`config.mk`:
```
export PLATFORM = sky130hd
export DESIGN_NAME = sccb_slave_responder
export DESIGN_NICKNAME = d
export VERILOG_FILES = /design/src/rtl/sccb_slave_responder.sv
export SDC_FILE = /design/constraint.sdc
export NUM_CORES = 1
export LEC_CHECK = 0
export CAP_MARGIN = 40
export CORE_MARGIN = 5
export CORE_UTILIZATION = 45
export DETAILED_ROUTE_END_ITERATION = 8
export GPL_TIMING_DRIVEN = 1
export PLACE_DENSITY_LB_ADDON = 0.3
export SYNTH_ARGS = -nofsm -noshare
export SYNTH_HDL_FRONTEND = slang
export SYNTH_SLANG_ARGS = --single-unit
```
`constraint.sdc`:
```
create_clock -name clk_in -period 1.5 [get_ports clk_in]
set_clock_uncertainty 0.05 [all_clocks]
set_input_delay 0.3 -clock clk_in [delete_from_list [all_inputs] [get_ports clk_in]]
set_output_delay 0.3 -clock clk_in [all_outputs]
set_load 0.02 [all_outputs]
```
`src/rtl/sccb_slave_responder.sv`:
```
// SCCB target (OV2640 stand-in): decodes 3-phase/2-phase writes and 2-phase reads.
// Optional I2C-style ACK on the 9th bit when SCCB_SLAVE_ACK_EN is defined.
module sccb_slave_responder #(
  parameter logic [6:0]  DEV_ADDRESS = 7'h30,
  parameter int unsigned SYNC_STAGES = 2
) (
  input  logic       clk_in,
  input  logic       rst,
  input  logic       sio_c_in,
  input  logic       sio_d_in,
  output logic       sio_d_oe,
  output logic [7:0] reg_addr,
  output logic [7:0] reg_wr_data,
  output logic       reg_wr_en,
  input  logic [7:0] reg_rd_data,
  output logic       busy
);

`ifdef SCCB_SLAVE_ACK_EN
  localparam logic ACK_DRIVE = 1'b1;
`else
  localparam logic ACK_DRIVE = 1'b0;
`endif

  typedef enum logic [3:0] {
    S_IDLE, S_ID, S_ID_X, S_SUB, S_SUB_X, S_WDATA, S_WDATA_X, S_RD, S_WAIT_STOP
  } state_t;

  state_t r_state, w_state_nxt;

  logic [SYNC_STAGES-1:0] r_scl_sync, r_sda_sync;
  logic                   r_scl_d, r_sda_d;
  logic                   w_scl, w_sda;
  logic                   w_start, w_stop, w_rise, w_fall;

  logic [3:0] r_cnt, w_cnt_nxt;
  logic [7:0] r_shift, r_tx, r_addr, r_wdata;
  logic       r_oe, r_wr_en, r_busy;
  logic [7:0] w_byte;
  logic       w_last_bit, w_id_match, w_x_state, w_count_state;
  logic       w_oe_nxt, w_wr_en_nxt, w_busy_nxt;
  logic       w_shift_ld, w_addr_ld, w_wdata_ld, w_tx_ld, w_tx_shift;

  // Idle bus is high on both lines, so the synchronizers reset to 1.
  always_ff @(posedge clk_in) begin
    if (rst) begin
      r_scl_sync <= '1;
      r_sda_sync <= '1;
      r_scl_d    <= 1'b1;
      r_sda_d    <= 1'b1;
    end else begin
      r_scl_sync <= {r_scl_sync[SYNC_STAGES-2:0], sio_c_in};
      r_sda_sync <= {r_sda_sync[SYNC_STAGES-2:0], sio_d_in};
      r_scl_d    <= w_scl;
      r_sda_d    <= w_sda;
    end
  end

  assign w_scl   = r_scl_sync[SYNC_STAGES-1];
  assign w_sda   = r_sda_sync[SYNC_STAGES-1];
  assign w_start = r_scl_d & w_scl & r_sda_d & ~w_sda;
  assign w_stop  = r_scl_d & w_scl & ~r_sda_d & w_sda;
  assign w_rise  = ~r_scl_d & w_scl;
  assign w_fall  = r_scl_d & ~w_scl;

  assign w_byte        = {r_shift[6:0], w_sda};
  assign w_last_bit    = w_rise && (r_cnt == 4'd7);
  assign w_id_match    = (w_byte[7:1] == DEV_ADDRESS);
  assign w_x_state     = (r_state inside {S_ID_X, S_SUB_X, S_WDATA_X});
  assign w_count_state = (r_state inside {S_ID, S_ID_X, S_SUB, S_SUB_X, S_WDATA, S_WDATA_X, S_RD});

  always_ff @(posedge clk_in) begin
    if (rst) r_state <= S_IDLE;
    else     r_state <= w_state_nxt;
  end

  always_comb begin
    w_state_nxt = r_state;
    if (w_stop) begin
      w_state_nxt = S_IDLE;
    end else if (w_start) begin
      w_state_nxt = S_ID;
    end else begin
      case (r_state)
        S_ID:      if (w_last_bit) w_state_nxt = w_id_match ? S_ID_X : S_WAIT_STOP;
        // r_shift[0] still holds the R/W bit during the ID acknowledge slot
        S_ID_X:    if (w_fall && r_cnt == 4'd9) w_state_nxt = r_shift[0] ? S_RD : S_SUB;
        S_SUB:     if (w_last_bit) w_state_nxt = S_SUB_X;
        S_SUB_X:   if (w_fall && r_cnt == 4'd9) w_state_nxt = S_WDATA;
        S_WDATA:   if (w_last_bit) w_state_nxt = S_WDATA_X;
        S_WDATA_X: if (w_fall && r_cnt == 4'd9) w_state_nxt = S_WAIT_STOP;
        S_RD:      if (w_fall && r_cnt == 4'd8) w_state_nxt = S_WAIT_STOP;
        default:   w_state_nxt = r_state;
      endcase
    end
  end

  always_comb begin
    w_oe_nxt    = 1'b0;
    w_wr_en_nxt = 1'b0;
    w_busy_nxt  = r_busy;
    w_cnt_nxt   = r_cnt;
    w_shift_ld  = 1'b0;
    w_addr_ld   = 1'b0;
    w_wdata_ld  = 1'b0;
    w_tx_ld     = 1'b0;
    w_tx_shift  = 1'b0;
    if (w_start || w_stop) begin
      w_cnt_nxt = '0;
      if (w_stop) w_busy_nxt = 1'b0;
    end else begin
      if (w_rise && (r_state inside {S_ID, S_SUB, S_WDATA})) w_shift_ld = 1'b1;
      if (w_rise && w_count_state) w_cnt_nxt = r_cnt + 4'd1;
      if (w_fall && w_x_state && r_cnt == 4'd9) w_cnt_nxt = '0;
      case (r_state)
        S_ID: if (w_last_bit) w_busy_nxt = w_id_match;
        S_ID_X: begin
          w_oe_nxt = r_oe;
          if (w_fall && r_cnt == 4'd8) begin
            w_oe_nxt = ACK_DRIVE;
          end else if (w_fall && r_cnt == 4'd9) begin
            // read: latch the byte and present bit 7 on the same fall
            w_tx_ld  = r_shift[0];
            w_oe_nxt = r_shift[0] & ~reg_rd_data[7];
          end
        end
        S_SUB: if (w_last_bit) w_addr_ld = 1'b1;
        S_SUB_X, S_WDATA_X: begin
          w_oe_nxt = r_oe;
          if (w_fall && r_cnt == 4'd8)      w_oe_nxt = ACK_DRIVE;
          else if (w_fall && r_cnt == 4'd9) w_oe_nxt = 1'b0;
        end
        S_WDATA: if (w_last_bit) begin
          w_wdata_ld  = 1'b1;
          w_wr_en_nxt = 1'b1;
        end
        S_RD: begin
          w_oe_nxt = r_oe;
          if (w_fall && r_cnt == 4'd8) begin
            w_oe_nxt = 1'b0;
          end else if (w_fall && r_cnt != 4'd0) begin
            w_tx_shift = 1'b1;
            w_oe_nxt   = ~r_tx[6];
          end
        end
        default: w_oe_nxt = 1'b0;
      endcase
    end
  end

  always_ff @(posedge clk_in) begin
    if (rst) begin
      r_cnt   <= '0;
      r_shift <= '0;
      r_tx    <= '0;
      r_addr  <= '0;
      r_wdata <= '0;
      r_oe    <= 1'b0;
      r_wr_en <= 1'b0;
      r_busy  <= 1'b0;
    end else begin
      r_cnt   <= w_cnt_nxt;
      r_oe    <= w_oe_nxt;
      r_wr_en <= w_wr_en_nxt;
      r_busy  <= w_busy_nxt;
      if (w_shift_ld) r_shift <= w_byte;
      if (w_addr_ld)  r_addr  <= w_byte;
      if (w_wdata_ld) r_wdata <= w_byte;
      if (w_tx_ld)         r_tx <= reg_rd_data;
      else if (w_tx_shift) r_tx <= {r_tx[6:0], 1'b0};
    end
  end

  assign sio_d_oe    = r_oe;
  assign reg_addr    = r_addr;
  assign reg_wr_data = r_wdata;
  assign reg_wr_en   = r_wr_en;
  assign busy        = r_busy;

endmodule
```
==> results of run 1 <==
layer usage:
layer / vias up / track usage
met5: - / 0
met3: 6 / 0.0350
met1: 817 / 0.215
met2: 36 / 0.260
li1: 891 / -
met4: 0 / 0.0584
what timing repair did:
| item | CTS | global route |
|---|---|---|
| endpoints found under the setup margin | 50 | 34 |
| setup buffers | 4 | 3 |
| hold buffers | 0 | 0 |
| pin swaps | 6 | 4 |
| resized for setup | 45 | 12 |
| cloned | 0 | 0 |
registers in the layout, indices dropped and copies added, names as in the netlist:
register and cells:
reg_wr_data 8, r_scl_d 1, r_scl_sync 2, r_tx 7, reg_wr_en 1, r_sda_d 1
r_shift 7, sio_d_oe 1, r_cnt 4, reg_addr 8, busy 1, r_state 4
r_sda_sync 2
area by class of cell:
type / count / area, um2 / area share
multi-input cells: 152 / 1280 / 0.408
flip-flops and latches: 47 / 957 / 0.304
repair buffers: 75 / 704 / 0.224
clock buffers: 6 / 82.6 / 0.0262
well taps: 54 / 67.6 / 0.0214
clock inverters: 2 / 38.8 / 0.0123
inverters: 4 / 15.0 / 0.00477
path summary, 6_finish.rpt:
kind	end	slack, ns
max reg2reg	r_tx[0]	-0.18
min	r_scl_sync[1]	0.37
max	r_tx[0]	-0.18
min reg2reg	r_scl_sync[1]	0.37
cells by family after synthesis:
logic type	count (synthesis)
adders and majority gates	3
DFF	47
buffers and inverters	15
muxes	35
AOI/OAI and AO/OA	27
and+or+nand+nor	82
xor gates and xnor gates	5
cells in the final DEF, fill, tap and decap left out, types with 2 or more instances in the layout:
| cell | n |
|---|---|
| a211oi_1 | 3 |
| dlygate4sd2_1 | 19 |
| dfxtp_2 | 4 |
| dfxtp_4 | 3 |
| mux2i_1 | 34 |
| nor2_1 | 33 |
| nand2b_1 | 4 |
| clkdlybuf4s50_1 | 11 |
| or3_4 | 2 |
| nand4b_4 | 2 |
| a21oi_1 | 4 |
| o21ai_0 | 2 |
| nand2_1 | 5 |
| buf_4 | 35 |
| nor2_4 | 7 |
| or2_2 | 6 |
| clkbuf_8 | 6 |
| inv_1 | 3 |
| xor2_1 | 4 |
| nor3b_1 | 2 |
| buf_6 | 4 |
| a211oi_2 | 5 |
| buf_12 | 6 |
| nor2b_4 | 3 |
| dfxtp_1 | 40 |
| nand4_1 | 2 |
worst max-delay path: stages (launching register included):
cell and delay [ns]:
dfxtp_2 0.35, inv_2 0.07, ha_4 0.11, nor2b_4 0.21
nand2_2 0.07, or3_4 0.48, mux2i_1 0.18, nor2_1 0.05
per-stage QoR:
stage               setup TNS (ns)   util  setup WS, ns  cells  area [um2]
floorplan                   -0.199      -       -0.0348    214        2210
global placement             -2.88  0.610        -0.161    325        2860
detailed placement           -3.73  0.610        -0.213    325        2860
CTS                          -2.27  0.655        -0.126    337        3080
global route                 -4.80  0.671        -0.229    340        3150
finish                       -2.70  0.671        -0.177    340        3150
power by group:
part / total, uW / internal (uW) / switching (uW)
registers: 1260 / 1250 / 7.24
clock network: 997 / 548 / 449
logic: 119 / 67.0 / 52.4
total: 2370 / 1870 / 508
==> flow_summary_export.csv, run 1 <==
group,metric,value,unit
global_route,grt_max_degree,17,
layout,drive_gt1_frac,0.360,
drt,vias,1750,
clocking,numCtsBuffers,5,
timing,slew_violations,0,
layout,fin_nets,300,
yosys,synth_fa_ha_area_frac,0.0173,
worst_setup_path,reg2regPathDepth,7,
drt,dr.pass1.iters,4,
drt,dr_wl_met3,168,um
hold_path,hold_path_depth,1,
drt,met1_length,2360,um
layout,antenna_cells,0,
timing,min_period,1.68,ns
timing,hold_ws,0.369,ns
worst_setup_path,endpoint_kind,"flip-flop",
hold_path,min_from,"r_scl_sync[0]",
worst_setup_path,critPathKind,"reg2reg",
place,gp_congestion,0.840,
floorplanning,io_pins,31,
yosys,synthTopCellsByArea,"dfxtp_1 43%, mux2i_1 16%, nor2_1 6.9%",
run_status,status,"finished, violations left",
global_route,antenna_found_initial,0,
layout,syn_to_final_growth,45.5,%
yosys,yosysSeqAreaShare,0.434,
clocking,clkSinkCount,47,
floorplanning,die_area,6300,um2
worst_setup_path,reg2reg_from,"r_cnt[1]",
yosys,netlist.area_leader.share,0.434,
clocking,clkLatencyLatePin,0.31,ns
timing,period_share,1.12,
yosys,synth_fp_nets,229,
yosys,synth.area.mux_share,0.162,
floorplanning,rows,25,
drt,highest_layer,"met4",
yosys,synth-edff-count,0,
yosys,async_flop_share,0,
floorplanning,coreArea,4690,um2
yosys,synth_compound_gate_area_share,0.104,
run_status,violations,"setup timing",
floorplanning,initial_core_util,0.462,
worst_setup_path,worstPathRequired,1.66,ns
worst_setup_path,startpoint,"r_cnt[1]",
clocking,clock-root-buffer,"clkbuf_8",
power,leakage,0.00137,uW
clocking,cts_tree,"yes",
yosys,yosysMostFrequentCell,"dfxtp_1",
timing,finalSetupViolCount,28,
yosys,ys_ff_latch,47,
drt,post-route-drc-count,0,
worst_setup_path,cp_max_fo,8,
run,drv_cap,0,
yosys,synth_area,2170,um2
worst_setup_path,arrival,1.84,ns
timing,fmax,0.596,GHz
worst_setup_path,worst_setup_path_start_kind,"flip-flop",
drt,drt_iter0_drc,51,
timing,slew_headroom,0.782,
hold_path,hp-class,"reg2reg",
drt,met2WireLength,2200,um
yosys,synthSimpleGateAreaFrac,0.223,
floorplanning,die_w,79.4,um
place,port_buffers,30,
yosys,synth_area_leader_cell,"dfxtp_1",
drt,post_drt_wl_per_cell,14.1,um
yosys,synth_commonest_cells,"47 x dfxtp_1, 40 x nor2_1, 35 x mux2i_1",
timing,worstMarginPinSlew,0.327,ns
place,dp_hpwl,3350,um
global_route,first_global_vias,1751,
clocking,clk_pin_slew,0.09,ns
floorplanning,dieHeight,79.4,um
timing,hold_violations,0,
layout,fillCellCount,365,
drt,routed_wl,4790,um
yosys,synth_xor_area_frac,0.0202,
clocking,cts_buffer_depth,2,
clocking,h-tree-depth,2,
global_route,grt_usage,0.162,
timing,rsz0062_at_grt,"yes",
power,vdd_ir_drop_max,0.720,mV
global_route,grt.overflow.total,0,
yosys,synth_top_flop_cell,"dfxtp_1",
yosys,synth_top_family_by_area,"simple AND/OR/NAND/NOR gates",
yosys,yosys_warnings,0,
yosys,synth.avg_cell_area,10.1,um2
drt,drt-vias-per-instance,5.15,
power,fin_total_pwr,2370,uW
yosys,synth_cell_types,48,
drt,ant_nets,0,
yosys,synthCells,214,
power,powerDensity,754,nW/um2
global_route,grt_pass1_wl,8070,um
timing,setup_ws,-0.177,ns
Note: power is estimated with default switching activity, not from simulation.
==> run 2, diff against run 1 <==
--- a/config.mk
+++ b/config.mk
@@ -5,12 +5,12 @@
 export SDC_FILE = /design/constraint.sdc
 export NUM_CORES = 1
 export LEC_CHECK = 0
-export CAP_MARGIN = 40
-export CORE_MARGIN = 5
+export CAP_MARGIN = 20
+export CORE_MARGIN = 2
 export CORE_UTILIZATION = 45
 export DETAILED_ROUTE_END_ITERATION = 8
 export GPL_TIMING_DRIVEN = 1
-export PLACE_DENSITY_LB_ADDON = 0.3
+export PLACE_DENSITY = 0.71
 export SYNTH_ARGS = -nofsm -noshare
 export SYNTH_HDL_FRONTEND = slang
 export SYNTH_SLANG_ARGS = --single-unit
==> run 2 against run 1 <==
Compared with the run above: the run still ends with setup timing left; highest routed layer unchanged; clock power fell by 26%; combinational power barely moved; setup slack improved by 0.058 ns; first-iteration DRC count rose by 27%; sequential share of layout area rose by 0.68 points; flip-flop and latch count did not move.
==> flow_summary_export.csv, run 2 (synthesis gave the netlist of run 1 again) <==
group,metric,value,unit
clocking,numCtsBuffers,5,
clocking,clkSinkCount,47,
worst_setup_path,rrSetupSlack,-0.12,ns
floorplanning,dieHeight,73.4,um
power,leakage,0.00135,uW
timing,min_period,1.62,ns
timing,rsz0062_at_grt,"yes",
drt,post_drt_wl_per_cell,13.5,um
timing,period_share,1.08,
global_route,grt_usage,0.183,
worst_setup_path,endpoint_kind,"flip-flop",
place,gp_congestion,0.847,
layout,most-common-layout-cells,"39 x dfxtp_1, 37 x buf_4, 34 x nor2_1, 33 x mux2i_1, 19 x dlygate4sd2_1",
power,p_sw,475,uW
clocking,clkLatencyLatePin,0.29,ns
floorplanning,io_pins,31,
timing,finalSetupViolCount,30,
floorplanning,die_area,5380,um2
place,pre_cts_slack,-0.155,ns
run,drv_cap,0,
layout,layout.cells.non_filler,339,
layout,fillCellCount,383,
global_route,first_global_vias,1649,
power,p_sw_frac,0.225,
timing,hold_violations,0,
worst_setup_path,worst_setup_path_start_kind,"flip-flop",
power,p_int,1640,uW
worst_setup_path,arrival,1.76,ns
place,numPlacedInstances,327,
power,vdd_ir_drop_max,0.657,mV
global_route,grt_max_degree,23,
run_status,status,"finished, violations left",
clocking,clock-root-buffer,"clkbuf_8",
layout,antenna_cells,0,
place,port_buffers,30,
drt,dr.pass1.iters,4,
global_route,grt.overflow.total,0,
layout,drive_gt1_frac,0.358,
layout,syn_to_final_growth,42.1,%
floorplanning,initial_core_util,0.462,
clocking,h-tree-depth,2,
worst_setup_path,critPathKind,"reg2reg",
power,pwr-share-comb,0.058,
timing,setup_ws,-0.120,ns
place,dp_hpwl,3140,um
clocking,hold_buffers,0,
place,placed_area,2860,um2
floorplanning,coreArea,4690,um2
worst_setup_path,cp_max_fo,8,
run_status,violations,"setup timing",
timing,slew_headroom,0.784,
drt,routed_wl,4570,um
drt,vias,1770,
drt,ant_nets,0,
floorplanning,die_w,73.4,um
drt,post-route-drc-count,0,
drt,drt-vias-per-instance,5.22,
global_route,grt_pass1_wl,7690,um
power,pwr-share-clk,0.348,
power,power_frac_seq,0.594,
drt,drt_iter0_drc,65,
global_route,antenna_found_initial,0,
layout,finish.instance_area,3080,um2
hold_path,hp-class,"reg2reg",
clocking,clk_pin_slew,0.08,ns
layout,final_common_cell,"dfxtp_1",
timing,slew_violations,0,
timing,worstMarginPinSlew,0.323,ns
clocking,cts_tree,"yes",
power,powerDensity,687,nW/um2
layout,fin_nets,300,
clocking,cts_buffer_depth,2,
floorplanning,rows,25,
timing,fmax,0.617,GHz
worst_setup_path,worstPathRequired,1.64,ns
-- run 2: area by class of cell --
| cell class | instances | area (um2) | share of cell area |
|---|---|---|---|
| flip-flops and latches | 47 | 956 | 0.311 |
| multi-input cells | 152 | 1270 | 0.411 |
| inverters | 4 | 17.5 | 0.00569 |
| repair buffers | 75 | 688 | 0.224 |
| well taps | 54 | 67.6 | 0.0220 |
| clock buffers | 5 | 68.8 | 0.0224 |
| clock inverters | 2 | 13.8 | 0.00447 |
-- run 2: metal layers --
layer	share of wire	vias up	track usage
li1	-	894	-
met1	0.47	827	0.265
met2	0.46	44	0.269
met3	0.057	5	0.0453
met4	0.014	0	0.0566
met5	0	-	0
-- run 2: path summary, 6_finish.rpt --
path	cells after the start	end	from
setup reg to reg	6	reg_addr[7]	r_scl_d
hold reg to reg	1	r_scl_sync[1]	r_scl_sync[0]
hold / removal	1	r_scl_sync[1]	r_scl_sync[0]
setup / recovery	6	reg_addr[7]	r_scl_d
-- run 2: metrics by stage --
step | setup TNS (ns) | util | total power, uW | hold slack, ns
after detailed placement | -2.13 | 0.610 | 1400 | 0.344
after global placement | -1.67 | 0.610 | 1400 | 0.341
after global routing | -4.56 | 0.656 | 2190 | 0.373
final | -2.07 | 0.656 | 2120 | 0.363
after CTS | -1.68 | 0.644 | 2140 | 0.364
after floorplan | -0.199 | - | 1330 | 0.339
-- run 2: worst max-delay path, stage by stage (launching register included) --
cell and delay, ns:
dfxtp_4 0.36, and4bb_2 0.34, nand4b_4 0.17, nor2b_1 0.17, buf_6 0.18, mux2i_1 0.20
nor2_1 0.06
-- run 2: timing repair --
item	4_1_cts	5_1_grt
buffers inserted	2	3
gates resized for setup	41	11
pin swaps	9	8
endpoints found under the setup margin	52	33
-- run 2: power groups by stage --
stage               clock, uW  sequential, uW  combinational, uW
CTS                       764            1260                117
finish                    736            1260                122
global route              804            1260                131
floorplan                   0            1290               44.4
detailed placement          0            1290                113
global placement            0            1290                112
==> RTL edit (config.mk and constraints of run 2) <==
Reset style: asynchronous (`rst`), changed in 3 clocked blocks. Comments in the files are not updated.
--- a/src/rtl/sccb_slave_responder.sv
+++ b/src/rtl/sccb_slave_responder.sv
@@ -43,5 +43,5 @@
 
   // Idle bus is high on both lines, so the synchronizers reset to 1.
-  always_ff @(posedge clk_in) begin
+  always_ff @(posedge clk_in or posedge rst) begin
     if (rst) begin
       r_scl_sync <= '1;
@@ -70,5 +70,5 @@
   assign w_count_state = (r_state inside {S_ID, S_ID_X, S_SUB, S_SUB_X, S_WDATA, S_WDATA_X, S_RD});
 
-  always_ff @(posedge clk_in) begin
+  always_ff @(posedge clk_in or posedge rst) begin
     if (rst) r_state <= S_IDLE;
     else     r_state <= w_state_nxt;
@@ -149,5 +149,5 @@
   end
 
-  always_ff @(posedge clk_in) begin
+  always_ff @(posedge clk_in or posedge rst) begin
     if (rst) begin
       r_cnt   <= '0;
Formal check against the unedited RTL: no difference found for any inputs over 10 cycles, from zero or initial values and one cycle with rst high; that may be too few to reach the edited logic, so the function may still have changed.
==> RTL edit against run 2 <==
- the flow still finishes with violations (negative setup slack)
- wire length increased by 31%
- critical path depth rose by 2
- cell area is 14% higher
- sequential cell count unchanged
- die area increased by 3.9%
- area after synthesis increased by 4.2%
- setup slack worse by 0.26 ns
- count of clock-buffer cells in the layout unchanged
- critical endpoint is now r_state[0]
- first-iteration DRC count up 62%
Power is not compared: it rests on default switching activity, and its combinational part moved more than twofold at a synthesized area within 25%.
==> RTL edit: results (changes against run 2) <==
Routing
  – Vias: 1858 (was 1770)
  – Drt total wl: 5970 µm (was 4570 µm)
  – Initial DRC Count: 105 (was 65)

Synth
  – Post-Synthesis Cells: 184 (was 214)
  – Commonest cells in the netlist: dfrtp_1, mux2_2, nor2_1 (was dfxtp_1, nor2_1, mux2i_1)
  – Compound-Gate Fraction of Synth Area: 7.32% (was 10.4%)
  – Distinct cells, synth: 41 (was 48)
  – Most common cell in the netlist: dfrtp_1 (was dfxtp_1)

Layout
  – Fraction of area in multi-input gates: 35.8% (was 41.1%)
  – Filler cell count: 335 (was 383)
  – Signal buffers: 91 (was 75)
  – Sequential cell area share: 33.8% (was 31.1%)
  – Post-layout util: 73.2% (was 65.6%)
  – Signal buffers share of area: 23.1% (was 22.4%)
  – Layout cells sized above 1: 52.9% (was 35.8%)

Critical path
  – CP top delay family: buffers and inverters (was simple AND/OR/NAND/NOR gates)
  – Critical Path AT: 2.03 ns (was 1.76 ns)
  – CP max-delay cell: dfrtp_1 (was dfxtp_4)
  – Critical Path Max Stage Delay: 0.39 ns (was 0.36 ns)
  – CP max FO: 5 (was 8)

Global route
  – Number of global-route vias before repair: 1779 (was 1649)
  – First-pass GRT wire length: 8510 µm (was 7690 µm)
  – GRT Total Usage: 20.5% (was 18.3%)
  – Largest net degree at the start of global routing: 48 (was 23)

STA
  – Endpoints failing setup: 41 (was 30)
  – PnR worst setup slack: -0.380 ns (was -0.120 ns)
  – Slew HR: 77.7% (was 78.4%)

Clock network
  – Post-CTS sizing: 51 (was 41)
  – Post-CTS setup buffer count: 7 (was 2)

Placement
  – Post-DP HPWL: 3460 µm (was 3140 µm)
  – Routability Congestion: 0.874 (was 0.847)
  – Placed instance area: 0.00303 mm² (was 0.00286 mm²)
  – Worst slack at placement: -0.400 ns (was -0.155 ns)

Hold path
  – Worst hold path type: in -> async (was reg -> reg)

Outcome
  – Failing checks: negative setup slack (unchanged)
  – Status: finished, violations left (unchanged)
-- RTL edit: cell count changes after synthesis, sizes merged, moves of 6 or more --
cell    before  now
dfxtp       47    0
a211oi       9    0
mux2         0   35
dfrtp        0   41
mux2i       35    3
nor2        41    9
nand3        1    7
dfstp        0    6
-- RTL edit: final timing paths --
| check | startpoint | end | slack [ns] | depth (start not counted) |
|---|---|---|---|---|
| max in group asynchronous | rst | r_scl_sync[1] | 0.82 | 3 |
| min reg2reg | r_scl_sync[0] | r_scl_sync[1] | 0.31 | 0 |
| max | r_state[3] | r_state[0] | -0.38 | 8 |
| min in group clk_in | r_scl_sync[0] | r_scl_sync[1] | 0.31 | 0 |
| min | rst | r_tx[6] | 0.28 | 3 |
| max reg2reg | r_state[3] | r_state[0] | -0.38 | 8 |
-- RTL edit: routing by layer --
layer	GRT usage, %	wire, µm	up-vias
met4	8.13	93	0
met1	26.4	2610	943
met5	0	0	-
met2	33.8	3040	43
met3	4.55	219	9
li1	-	-	863
